## src/rtl/ctrl_seq.sv

```systemverilog
// Multi-cycle fetch/decode/execute sequencer for the 8-bit tiny CPU.
// Define CTRL_ILLEGAL_TRAP_EN to trap opcodes 1101/1110 into HALT with a sticky illegal flag.
module ctrl_seq (
    input  logic       clk,
    input  logic       rst,
    input  logic [7:0] ir,
    input  logic       mem_rdy,
    input  logic       alu_zero,
    output logic [3:0] alus,
    output logic [1:0] rd_sel,
    output logic [1:0] rs_sel,
    output logic [1:0] bus_src,
    output logic       reg_we,
    output logic       mem_rd,
    output logic       ir_load,
    output logic       pc_inc,
    output logic       pc_load,
    output logic       zflag,
    output logic       halted,
    output logic       illegal
);
    typedef enum logic [2:0] {
        S_FETCH, S_DECODE, S_EXEC, S_OPND, S_HALT
    } state_t;

    localparam logic [3:0] OP_MOV  = 4'h9;
    localparam logic [3:0] OP_LDI  = 4'hA;
    localparam logic [3:0] OP_JMP  = 4'hB;
    localparam logic [3:0] OP_JZ   = 4'hC;
    localparam logic [3:0] OP_HALT = 4'hF;

    state_t     state;
    logic       zq;
    logic       hq;
    logic [3:0] op;
    logic       is_alu;

    assign op     = ir[7:4];
    assign is_alu = (op >= 4'h1) && (op <= 4'h8);

`ifdef CTRL_ILLEGAL_TRAP_EN
    logic illq;
    assign illegal = illq & ~rst;
`else
    assign illegal = 1'b0;
`endif

    always_ff @(posedge clk) begin
        if (rst) begin
            state <= S_FETCH;
            zq    <= 1'b0;
            hq    <= 1'b0;
`ifdef CTRL_ILLEGAL_TRAP_EN
            illq  <= 1'b0;
`endif
        end else begin
            case (state)
                S_FETCH:  if (mem_rdy) state <= S_DECODE;
                S_DECODE: begin
                    if (is_alu || op == OP_MOV)           state <= S_EXEC;
                    else if (op == OP_LDI || op == OP_JMP) state <= S_OPND;
                    else if (op == OP_JZ)                  state <= zq ? S_OPND : S_FETCH;
                    else if (op == OP_HALT) begin
                        state <= S_HALT;
                        hq    <= 1'b1;
                    end
`ifdef CTRL_ILLEGAL_TRAP_EN
                    else if (op == 4'hD || op == 4'hE) begin
                        state <= S_HALT;
                        hq    <= 1'b1;
                        illq  <= 1'b1;
                    end
`endif
                    else state <= S_FETCH;
                end
                S_EXEC: begin
                    if (is_alu) zq <= alu_zero;
                    state <= S_FETCH;
                end
                S_OPND:   if (mem_rdy) state <= S_FETCH;
                S_HALT:   state <= S_HALT;
                default:  state <= S_FETCH;
            endcase
        end
    end

    // Strobes are Mealy on the registered state; everything is forced low while rst is high.
    always_comb begin
        alus    = 4'h0;
        bus_src = 2'b00;
        reg_we  = 1'b0;
        mem_rd  = 1'b0;
        ir_load = 1'b0;
        pc_inc  = 1'b0;
        pc_load = 1'b0;
        if (!rst) begin
            case (state)
                S_FETCH: begin
                    mem_rd  = 1'b1;
                    ir_load = mem_rdy;
                    pc_inc  = mem_rdy;
                end
                S_DECODE: if (op == OP_JZ && !zq) pc_inc = 1'b1;
                S_EXEC: begin
                    if (is_alu) begin
                        alus   = op;
                        reg_we = 1'b1;
                    end else if (op == OP_MOV) begin
                        bus_src = 2'b10;
                        reg_we  = 1'b1;
                    end
                end
                S_OPND: begin
                    mem_rd = 1'b1;
                    if (mem_rdy) begin
                        if (op == OP_LDI) begin
                            bus_src = 2'b01;
                            reg_we  = 1'b1;
                            pc_inc  = 1'b1;
                        end else begin
                            pc_load = 1'b1;
                        end
                    end
                end
                default: ;
            endcase
        end
    end

    assign rd_sel = rst ? 2'b00 : ir[3:2];
    assign rs_sel = rst ? 2'b00 : ir[1:0];
    assign zflag  = zq & ~rst;
    assign halted = hq & ~rst;
endmodule

```

## config.mk

```make
export PLATFORM = sky130hd
export DESIGN_NAME = ctrl_seq
export DESIGN_NICKNAME = d
export VERILOG_FILES = /design/src/rtl/ctrl_seq.sv
export SDC_FILE = /design/constraint.sdc
export NUM_CORES = 1
export LEC_CHECK = 0
export CORE_MARGIN = 3
export CORE_UTILIZATION = 40
export CTS_BUF_LIST = sky130_fd_sc_hd__clkbuf_16
export CTS_CLUSTER_DIAMETER = 200
export DETAILED_ROUTE_END_ITERATION = 10
export DONT_BUFFER_PORTS = 1
export SYNTH_ARGS = -nofsm -noshare
export SYNTH_HDL_FRONTEND = slang
export SYNTH_SLANG_ARGS = --single-unit
```

## constraint.sdc

```tcl
create_clock -name clk -period 2.1 [get_ports clk]
set_input_delay 0.525 -clock clk [delete_from_list [all_inputs] [get_ports clk]]
set_output_delay 0.525 -clock clk [all_outputs]
set_load 0.01 [all_outputs]
```

Yosys cells after proc, flatten, opt, wreduce, memory -nomap -nowiden --
Cells that the tools add are included.
Operators by class: reduce and logical (&&, ||, !) cells 10, order comparisons 2, equal/unequal tests 11, mux-type cells 36, bitwise logic cells 6
Operator list (number):
- $eq A4 B4 Y1 const B | 5
- $mux W3 | 6
- $mux W1 | 17
- $mux W2 | 6
- $mux W4 | 3
- $pmux W3 S4 | 1
- $eq A3 B2 Y1 const B | 2
- $reduce_and A5 Y1 | 1
- $ge A4 B1 Y1 const B | 1
- $le A4 B4 Y1 const B | 1
- $ne A2 B2 Y1 const B | 2
- $not A1 Y1 | 4
- $pmux W2 S2 | 1
- $reduce_and A2 Y1 | 2
- $eq A3 B1 Y1 const B | 1
- $eq A3 B3 Y1 const B | 1
- $logic_not A3 Y1 | 1
- $pmux W1 S3 | 1
- $and A1 B1 Y1 | 2
- $logic_and A1 B1 Y1 | 2
- $logic_or A1 B1 Y1 | 2
- $pmux W1 S2 | 1
- $reduce_or A2 Y1 | 1
- $logic_not A1 Y1 | 1
Word-level totals: word-level logic and storage cells 68, bits in registers 5, output and inout port bits 18, input bits 12

Longest topological paths before layout --
Gate-level depths: netlist of the first run.
word-level depth 6, depth in mapped cells 4

Least setup slack after synthesis of the first run --
No wires, ideal clock.
path type input-to-output, from input port ir[4], to output port pc_inc, required time 1575 ps, stages 4, buffers on the path 1, arrival 1475 ps, setup slack 100 ps, cells stage by stage buf_6 > and4bb_4 > a41oi_2 > a2111oi_2
Between the ends: word-level cells in the longest chain between the ends 5, elaborated cells on any way between the ends 8, those cells by class eq/ne (2); mux (5); reduce/logical (1)
Ends and longest elaborated chain:
- start, declared | line 6 | input logic [7:0] ir,
- $eq A4 B4 Y1 (on tied branches) | line 116, 103
- $mux W1 / $logic_and A1 B1 Y1 (equally long branches) | line 116, 103
- $mux W1 (on tied branches) | line 115, 103
- $pmux W1 S3 (*) | line 97 | case (state)
- $mux W1 (*) | line 96 | if (!rst) begin
- end, declared | line 16 | output logic pc_inc,
Mark *: on every way between the ends. The rest lies on a longest branch, timed or not.

Final worst setup path of the first run --
from register state[0], to output port pc_inc
Between the ends: word-level cells in the longest chain between the ends 3, elaborated cells on any way between the ends 5, those cells by class eq/ne (2); mux (2); reduce/logical (1)
Ends and longest elaborated chain:
- start, declared | line 32 | state_t state;
- start signal, assigned | line 62 | else if (op == OP_JZ) state <= zq ? S_OPND : S_FETCH;
- $eq A3 B2 Y1 (tied with other cells) | line 97
- $pmux W1 S3 (*) | line 97
- $mux W1 (*) | line 96
Marks and branches as above.

==> qor.txt, run 1 <==
Via count = 529
Number of buffers added by the clock tree synthesis step = 3
Critical path's top delay family = compound AO/OA/AOI/OAI gates
Maximum level of the CTS H-tree = 1
Final routed wirelength across all metal layers = 1420 µm
Worst clock skew = 1.84 ps
Fill cell count = 142
Most common cell in the netlist = sky130_fd_sc_hd__nor2b_1
Overall routing resource usage = 14.5%
Final Power = 0.476 mW
Via count of the first global-routing pass = 465
Startpoint kind of the worst setup timing path = register
DR DRC count = 0
Post-CTS Hold Buffers = 0
Clk Tree Root Cell = sky130_fd_sc_hd__clkbuf_16
Kind of critical path = reg2out
Max-cap violations = 0
Initial detailed-routing violation count = 9
Top-area cell type share of the netlist area = 16.2%
Power per cell area = 683 mW/mm²
Total Neg Setup Slack = 0 ps
Antenna Cells = 0
Pin count of the biggest net entering global routing = 16
Clock Latency Late Sink = 230 ps
Share of post-route cells with drive strength above 1 = 31.0%
Post-synthesis sequential area ratio = 16.2%
Final Max Slew Viols = 0
Cell type of the slowest stage on the worst timing path = sky130_fd_sc_hd__a2111oi_4
Drt first pass iters = 4
Input/output buffers = 0
Final Setup Violations = 0
Number of cells on the worst reg-to-reg path = 3
Row Count = 13
Worst min-delay path category = in2reg
Final hold violation count = 0
Net count after synthesis = 85
# clock sinks = 5
Final critical path time including I/O delays and setup = 2040 ps
Remaining global-route overflow = 0
Unrepaired setup endpoints after global routing = false
Floorplan core area = 0.00138 mm²
Gpl congestion = 0.742
Final-stage net count = 84
Clock tree from TritonCTS = built
Initial antenna violation count = 0
Cells after synthesis = 73
Core occupancy in the finished layout = 50.4%
Total buffers and inverters traversed by the critical path = 0
Detail Route Antenna Nets = 0
Global-route wire length before repair = 2120 µm
Worst-path fanout max = 8
Status = finished clean
Num ports = 30
Instance count on the critical path = 3
Leakage power summed over all cells = 0.267 nW
Dpl hpwl = 1020 µm
Area of all sequential standard cells = 104 µm²
Top post-synthesis cells by area = sky130_fd_sc_hd__dfxtp_1 (16%), sky130_fd_sc_hd__buf_6 (9.1%), sky130_fd_sc_hd__nor2b_1 (7.1%), sky130_fd_sc_hd__nor4b_2 (4.8%), sky130_fd_sc_hd__and3_1 (4.0%)
Biggest area consumer among synthesized cells = sky130_fd_sc_hd__dfxtp_1
Reg clk slew, reported paths = 30 ps
Maximum achievable frequency = 0.489 GHz
Routed length per instance = 16.6 µm
Die Width = 45.4 µm
Fin crit share = 97.4%
Area enclosed by the die boundary = 0.00206 mm²
Multi-input combinational cell area = 469 µm²
Most frequently used flop master after synthesis = sky130_fd_sc_hd__dfxtp_1
Synthesized area divided by synthesized cell count = 8.48 µm²
Commonest cells post-synth = sky130_fd_sc_hd__nor2b_1 (7), sky130_fd_sc_hd__buf_6 (5), sky130_fd_sc_hd__dfxtp_1 (5), sky130_fd_sc_hd__nor2_1 (5)
Count of cell types in the netlist = 37
CP required = 1570 ps
Seq cells post-synth = 5
Largest voltage drop on the vdd net = 632 µV
Worst hold path cell count = 1
Mean number of vias per cell = 6.15
Relative area change from synthesis to final layout = 12.5%
Cells along the critical path = and3_1 -> nand4b_1 -> a2111oi_4
Async SR Flop Fraction = 0%
Initial cell density of the core = 44.8%
Die Y = 45.4 µm
Count of flip-flops with a built-in enable after synthesis = 0
Critical Path End Type = output pin
Post-synthesis cell area = 619 µm²
Crit path DAT = 1520 ps
Largest incremental delay on the critical path = 460 ps
Number of warning messages in the yosys log = 0
Number of buffers between clock root and the deepest sink = 2
## what timing repair did
item,CTS,global route
gates resized for setup,3,5
pin swaps,0,1
setup buffers,0,1
setup endpoints to repair,1,4
## cells by family after synthesis
logic type / after synthesis / share of synthesized area, %
AOI/OAI and AO/OA: 12 / 16.4
buffers and inverters: 11 / 13.5
DFF: 5 / 16.2
and+or+nand+nor: 42 / 50.1
other: 1 / 0.605
xor gates and xnor gates: 1 / 1.41
muxes: 1 / 1.82
## registers in the layout, indices dropped and copies added, names as in the netlist
signal  count
state       3
hq          1
zq          1
## per-layer routing
layer  routed length [µm]  track usage, %  vias to the layer above  share of wire (%)
li1                     -               -                      256                  -
met1                  656            19.0                      247                 46
met2                  621            20.6                       22                 44
met3                  103            1.99                        4                7.2
met4                   43            12.3                        0                3.0
met5                    0               0                        -                  0
## cells in the final DEF (no fill, tap or decap), types with 2 or more instances in the layout
cell	count
sky130_fd_sc_hd__dfxtp_2	3
sky130_fd_sc_hd__clkbuf_16	3
sky130_fd_sc_hd__buf_4	2
sky130_fd_sc_hd__and3_1	4
sky130_fd_sc_hd__inv_1	4
sky130_fd_sc_hd__nand3_1	2
sky130_fd_sc_hd__nor2_1	4
sky130_fd_sc_hd__o32ai_1	2
sky130_fd_sc_hd__nand4_1	2
sky130_fd_sc_hd__nand3b_1	2
sky130_fd_sc_hd__and2b_2	2
sky130_fd_sc_hd__nor4b_4	2
sky130_fd_sc_hd__nor2b_1	7
sky130_fd_sc_hd__a21oi_1	3
sky130_fd_sc_hd__dfxtp_1	2
sky130_fd_sc_hd__nor3_1	2
sky130_fd_sc_hd__nand2_1	4
## per-stage QoR
step	std cells	worst slack (ps)	area, µm²	hold slack, ps
6_report	86	55.3	697	373
5_1_grt	86	11.8	697	366
4_1_cts	85	10.4	668	376
3_5_place_dp	81	130	573	470
3_3_place_gp	81	143	573	433
2_1_floorplan	73	99.9	619	432
## power breakdown
part	switching [mW]	total (mW)	internal, mW
clock network	0.0618	0.308	0.247
registers	0.00867	0.108	0.0993
logic	0.0275	0.0595	0.0320
total	0.0980	0.476	0.378
## area by class of cell
| class | count | area share (%) |
|---|---|---|
| Clock buffer | 3 | 10.8 |
| Clock inverter | 1 | 0.539 |
| Inverter | 3 | 1.62 |
| Multi-Input combinational cell | 57 | 67.3 |
| Sequential cell | 5 | 14.9 |
| Tap cell | 15 | 2.69 |
| Timing Repair Buffer | 2 | 2.15 |
## final timing paths
check	from	end	slack, ps
worst max-delay path	state[0]	pc_inc	60
worst min-delay path	rst	state[2]	370
worst max register to register	state[2]	zq	720
worst min register to register	hq	hq	470
Note: power is estimated with default switching activity, not from simulation.
==> run 2, diff against run 1 <==
==> constraint.sdc (replaced) <==
create_clock -name clk -period 1.95 [get_ports clk]
set_input_delay 0.4875 -clock clk [delete_from_list [all_inputs] [get_ports clk]]
set_output_delay 0.4875 -clock clk [all_outputs]
set_load 0.01 [all_outputs]
==> run 2 against run 1 <==
Effect of this change: sequential share of layout area shrank 0.64 points; critical path depth grew 2; highest routed layer unchanged; clock power grew 6%; clock skew shrank 1.0 ps; combinational power grew 31%; utilization grew 3.5 points; clock-buffer cell count is the same; worst setup slack lost 40 ps.
==> qor.txt, run 2 (same netlist as run 1, synthesis figures left out) <==
Area of all placed cells without fillers = 746 µm² (was 697 µm²)
DR DRC count = 0 (unchanged)
Multi-input combinational cell area = 454 µm² (was 469 µm²)
Fill cell count = 135 (was 142)
Placement-stage cell area = 596 µm² (was 573 µm²)
Cells along the critical path = buf_6 -> nor4b_4 -> a41oi_2 -> a2111oi_2 -> buf_4 (was and3_1 -> nand4b_1 -> a2111oi_4)
Final hold violation count = 0 (unchanged)
Global-route wire length before repair = 2190 µm (was 2120 µm)
CP required = 1460 ps (was 1570 ps)
Core occupancy in the finished layout = 53.9% (was 50.4%)
Number of buffers added by the clock tree synthesis step = 3 (unchanged)
Post-CTS Hold Buffers = 0 (unchanged)
Via count of the first global-routing pass = 492 (was 465)
Number of buffers between clock root and the deepest sink = 2 (unchanged)
Final critical path time including I/O delays and setup = 1930 ps
DP Cell Count = 84 (was 81)
Die Width = 45.4 µm (unchanged)
Relative area change from synthesis to final layout = 20.4% (was 12.5%)
Worst min-delay path category = in2reg (unchanged)
Pin count of the biggest net entering global routing = 16 (unchanged)
Commonest non-fill, non-tap cells in the layout = sky130_fd_sc_hd__buf_4 (8), sky130_fd_sc_hd__nor2b_1 (7), sky130_fd_sc_hd__nor2_1 (5), sky130_fd_sc_hd__inv_1 (4), sky130_fd_sc_hd__nand2_1 (4) (was sky130_fd_sc_hd__nor2b_1 (7), sky130_fd_sc_hd__inv_1 (4), sky130_fd_sc_hd__nor2_1 (4), sky130_fd_sc_hd__and3_1 (4), sky130_fd_sc_hd__nand2_1 (4))
Area of all sequential standard cells = 106 µm² (was 104 µm²)
Power per cell area = 690 mW/mm² (was 683 mW/mm²)
Row Count = 13 (unchanged)
Fin crit share = 99.2%
Die Y = 45.4 µm (unchanged)
Antenna Cells = 0 (unchanged)
Routed length per instance = 15.3 µm (was 16.6 µm)
Maximum level of the CTS H-tree = 1 (unchanged)
Initial cell density of the core = 44.8% (unchanged)
Overall routing resource usage = 14.9% (was 14.5%)
Leakage power summed over all cells = 0.303 nW (was 0.267 nW)
Clock tree from TritonCTS = built (unchanged)
Final routed wirelength across all metal layers = 1440 µm (was 1420 µm)
Reg clk slew, reported paths = 30 ps (about the same)
Leading cell type in the layout, fill and taps excluded = sky130_fd_sc_hd__buf_4 (was sky130_fd_sc_hd__nor2b_1)
Largest registers = state: 3 flops, hq: 1 flops, zq: 1 flops (unchanged)
Floorplan core area = 0.00138 mm² (unchanged)
Via count = 558 (was 529)
Critical path's top delay family = compound AO/OA/AOI/OAI gates (unchanged)
Largest incremental delay on the critical path = 320 ps (was 460 ps)
Num ports = 30 (unchanged)
Clock Latency Late Sink = 230 ps (about the same)
Mean number of vias per cell = 5.94 (was 6.15)
Unrepaired setup endpoints after global routing = true (was false)
Initial antenna violation count = 0 (unchanged)
Worst clock skew = 0.798 ps (was 1.84 ps)
Share of post-route cells with drive strength above 1 = 38.0% (was 31.0%)
Flip-flop count of the largest register after layout = 3 (unchanged)
Drt first pass iters = 4 (unchanged)
Dpl hpwl = 952 µm (was 1020 µm)
Initial detailed-routing violation count = 14 (was 9)
Maximum achievable frequency = 0.517 GHz
Final-stage net count = 92 (was 84)
Kind of critical path = reg2out (unchanged)
Final Setup Violations = 0 (unchanged)
Reg with most FFs = state (unchanged)
Status = finished clean (unchanged)
Cell type of the slowest stage on the worst timing path = sky130_fd_sc_hd__dfxtp_2 (was sky130_fd_sc_hd__a2111oi_4)
Gpl congestion = 0.704 (was 0.742)
Total buffers and inverters traversed by the critical path = 2 (was 0)
Largest voltage drop on the vdd net = 550 µV (was 632 µV)
Clk Tree Root Cell = sky130_fd_sc_hd__clkbuf_16 (unchanged)
# clock sinks = 5 (unchanged)
Number of standard cells in the final layout excluding fillers = 94 (was 86)
Minimum setup slack among reg-to-reg paths = 650 ps (was 720 ps)
Final Max Slew Viols = 0 (unchanged)
Input/output buffers = 0 (unchanged)
Hold Worst Slack = 329 ps (was 373 ps)
Detail Route Antenna Nets = 0 (unchanged)
Area enclosed by the die boundary = 0.00206 mm² (unchanged)
Crit path DAT = 1450 ps (was 1520 ps)
Worst-path fanout max = 6 (was 8)
Startpoint kind of the worst setup timing path = register (unchanged)
Remaining global-route overflow = 0 (unchanged)
Max-cap violations = 0 (unchanged)
Critical Path End Type = output pin (unchanged)
run 2: where the power goes:
part | switching [mW] | total, mW | internal [mW]
Clock | 0.0620 | 0.327 | 0.265
Sequential | 0.00422 | 0.110 | 0.106
Combinational | 0.0355 | 0.0778 | 0.0423
run 2: area by class of cell:
class | instances | area share [%]
inverters | 3 | 1.51
well taps | 15 | 2.52
clock buffers | 3 | 10.1
multi-input cells | 57 | 60.9
clock inverters | 1 | 0.503
flip-flops and latches | 5 | 14.3
repair buffers | 10 | 10.2
run 2: path summary, 6_finish.rpt:
path | start | end | cells past startpoint
worst max-delay path | state[0] | pc_inc | 5
worst min-delay path | rst | hq | 1
worst max register to register | state[2] | zq | 3
worst min register to register | hq | hq | 2
run 2: repair_timing:
| action | 4_1_cts | 5_1_grt |
|---|---|---|
| resized for setup | 7 | 1 |
| endpoints found under the setup margin | 3 | 5 |
| setup buffers | 1 | 5 |
| pin swaps | 3 | 3 |
run 2: metal layers:
layer,vias up,share of wire (%),track usage [%]
met1,254,46,21.1
met5,-,0,0
met2,26,45,20.6
met3,2,7.5,3.98
met4,0,1.3,7.02
li1,276,-,-
run 2: worst register-to-register path: cells and delay by family (launching register included):
kind / cells / cell delay (ps)
flops: 1 / 360
simple gates: 2 / 480
mux: 1 / 330
run 2: through the flow:
step / power (mW) / worst slack [ps] / setup TNS, ps
final: 0.515 / 15.3 / 0
after global placement: 0.177 / 39.7 / 0
after floorplan: 0.186 / 24.9 / 0
after CTS: 0.513 / -29.2 / -33.0
after global routing: 0.542 / -84.9 / -89.9
after detailed placement: 0.177 / 43.7 / 0
==> RTL edit, RTL diff (flow settings as in run 2) <==
Register the output `zflag`, cleared by the reset; this adds one clock of latency there. The other outputs are not delayed to match.
--- a/src/rtl/ctrl_seq.sv
+++ b/src/rtl/ctrl_seq.sv
@@ -129,7 +129,13 @@
 
     assign rd_sel = rst ? 2'b00 : ir[3:2];
     assign rs_sel = rst ? 2'b00 : ir[1:0];
-    assign zflag  = zq & ~rst;
+    always_ff @(posedge clk) begin
+        if (rst) begin
+            zflag <= '0;
+        end else begin
+            zflag <= zq & ~rst;
+        end
+    end
     assign halted = hq & ~rst;
 endmodule
 
Behaviour: not the same (a bounded check fails within 4 cycles, from zero or initial values and one cycle with rst high).
==> RTL edit against run 2 <==
  * Cell count shrank 2.1%
  * Area after synthesis shrank 8.5%
  * Sequential cell count grew 1
  * Cell area shrank 4.5%
  * Maximum frequency grew 2.3%
  * Largest cell class unchanged
  * Wire length shrank 9.8%
  * Via count shrank 3.0%
  * Total power grew 1.8%
  * Core utilization grew 4.6 points
  * Hold slack gained 0.0038 ns
  * Setup slack gained 0.044 ns
==> RTL edit: results (changes against run 2) <==
| Metric | Value |
|---|---|
| M1 WL | 634 um (-3.9%) |
| Synth cell count leaders | nor2b_1 (9), dfxtp_1 (6), nand2b_1 (5), a21oi_1 (4), nand3b_1 (4) |
| Detailed Route Iter0 Violations | 8 (-6) |
| Post-route worst hold slack | 0.332 ns (+0.00379 ns) |
| Comb pwr | 0.0705 mW (-9.4%) |
| DR WL met2 | 549 um (-16%) |
| Placed cells | 89 (+6.0%) |
| GRT Total Usage | 13.6% (-1.3 points) |
| Signal buf overhead | 9.49% (-0.74 points) |
| Via count | 541 (-3.0%) |
| Post-Place Cell Area | 613 sq um (+2.9%) |
| Cell family with most CP delay | flip-flops |
| Mean post-synth cell area | 7.66 sq um (-9.7%) |
| DPL Wire Length | 969 um (+1.8%) |
| Vias in the first global route | 479 (-2.6%) |
| Logic pwr share | 13.5% (-1.6 points) |
| Final clock-cell share | 10.5% (-0.026 points) |
| Outcome | finished, final reports clean |
| Sequential share of power | 25.0% (+3.7 points) |
| Area grow syn2layout | 25.6% |
| Area contributors post-synth | dfxtp_1 (21%), nor2b_1 (9.9%), nand2b_1 (5.5%) |
| Peak supply drop | 0.000737 V (+34%) |
| Multi-input comb cells | 59 (+3.5%) |
| Crit path arrival time | 1.40 ns (-0.05 ns) |
| Wire length per cell | 14.1 um (-7.8%) |
| Leak Pwr | 0.264 nW (-13%) |
| Worst r2r path cells | 4 (+1) |
| Syn Nets | 86 (+1.2%) |
| Seq/Total Area, Yosys | 21.2% (+5.0 points) |
| Met3 WL post-DR | 99 um (-8.3%) |
| Crit path max-delay cell type | dfxtp_1 |
RTL edit: cell types whose count changed after synthesis, sizes merged, moves of 2 or more:
cell | run 2 | this run
buf | 7 | 4
inv | 3 | 1
nor2b | 7 | 9
clkbuf | 1 | 4
nand3b | 2 | 4
nor2 | 5 | 3
and3 | 4 | 1
nand2b | 0 | 5
nand4 | 2 | 0
and2 | 0 | 3
nor3 | 3 | 1
o32ai | 2 | 0
or3 | 0 | 2
and2b | 4 | 0
RTL edit: what timing repair did:
item	CTS	global route
hold endpoints to repair	0	0
resized for setup	2	3
hold buffers	0	0
pin swaps	0	1
setup endpoints to repair	6	4
RTL edit: logic make-up after synthesis:
family	count (synthesis)	share of synthesized area [%]
AND/OR/NAND/NOR	46	54.5
flip-flops	6	21.2
other	1	0.662
multiplexers	1	1.99
AO/OA/AOI/OAI	11	13.0
buffers and inverters	9	8.61
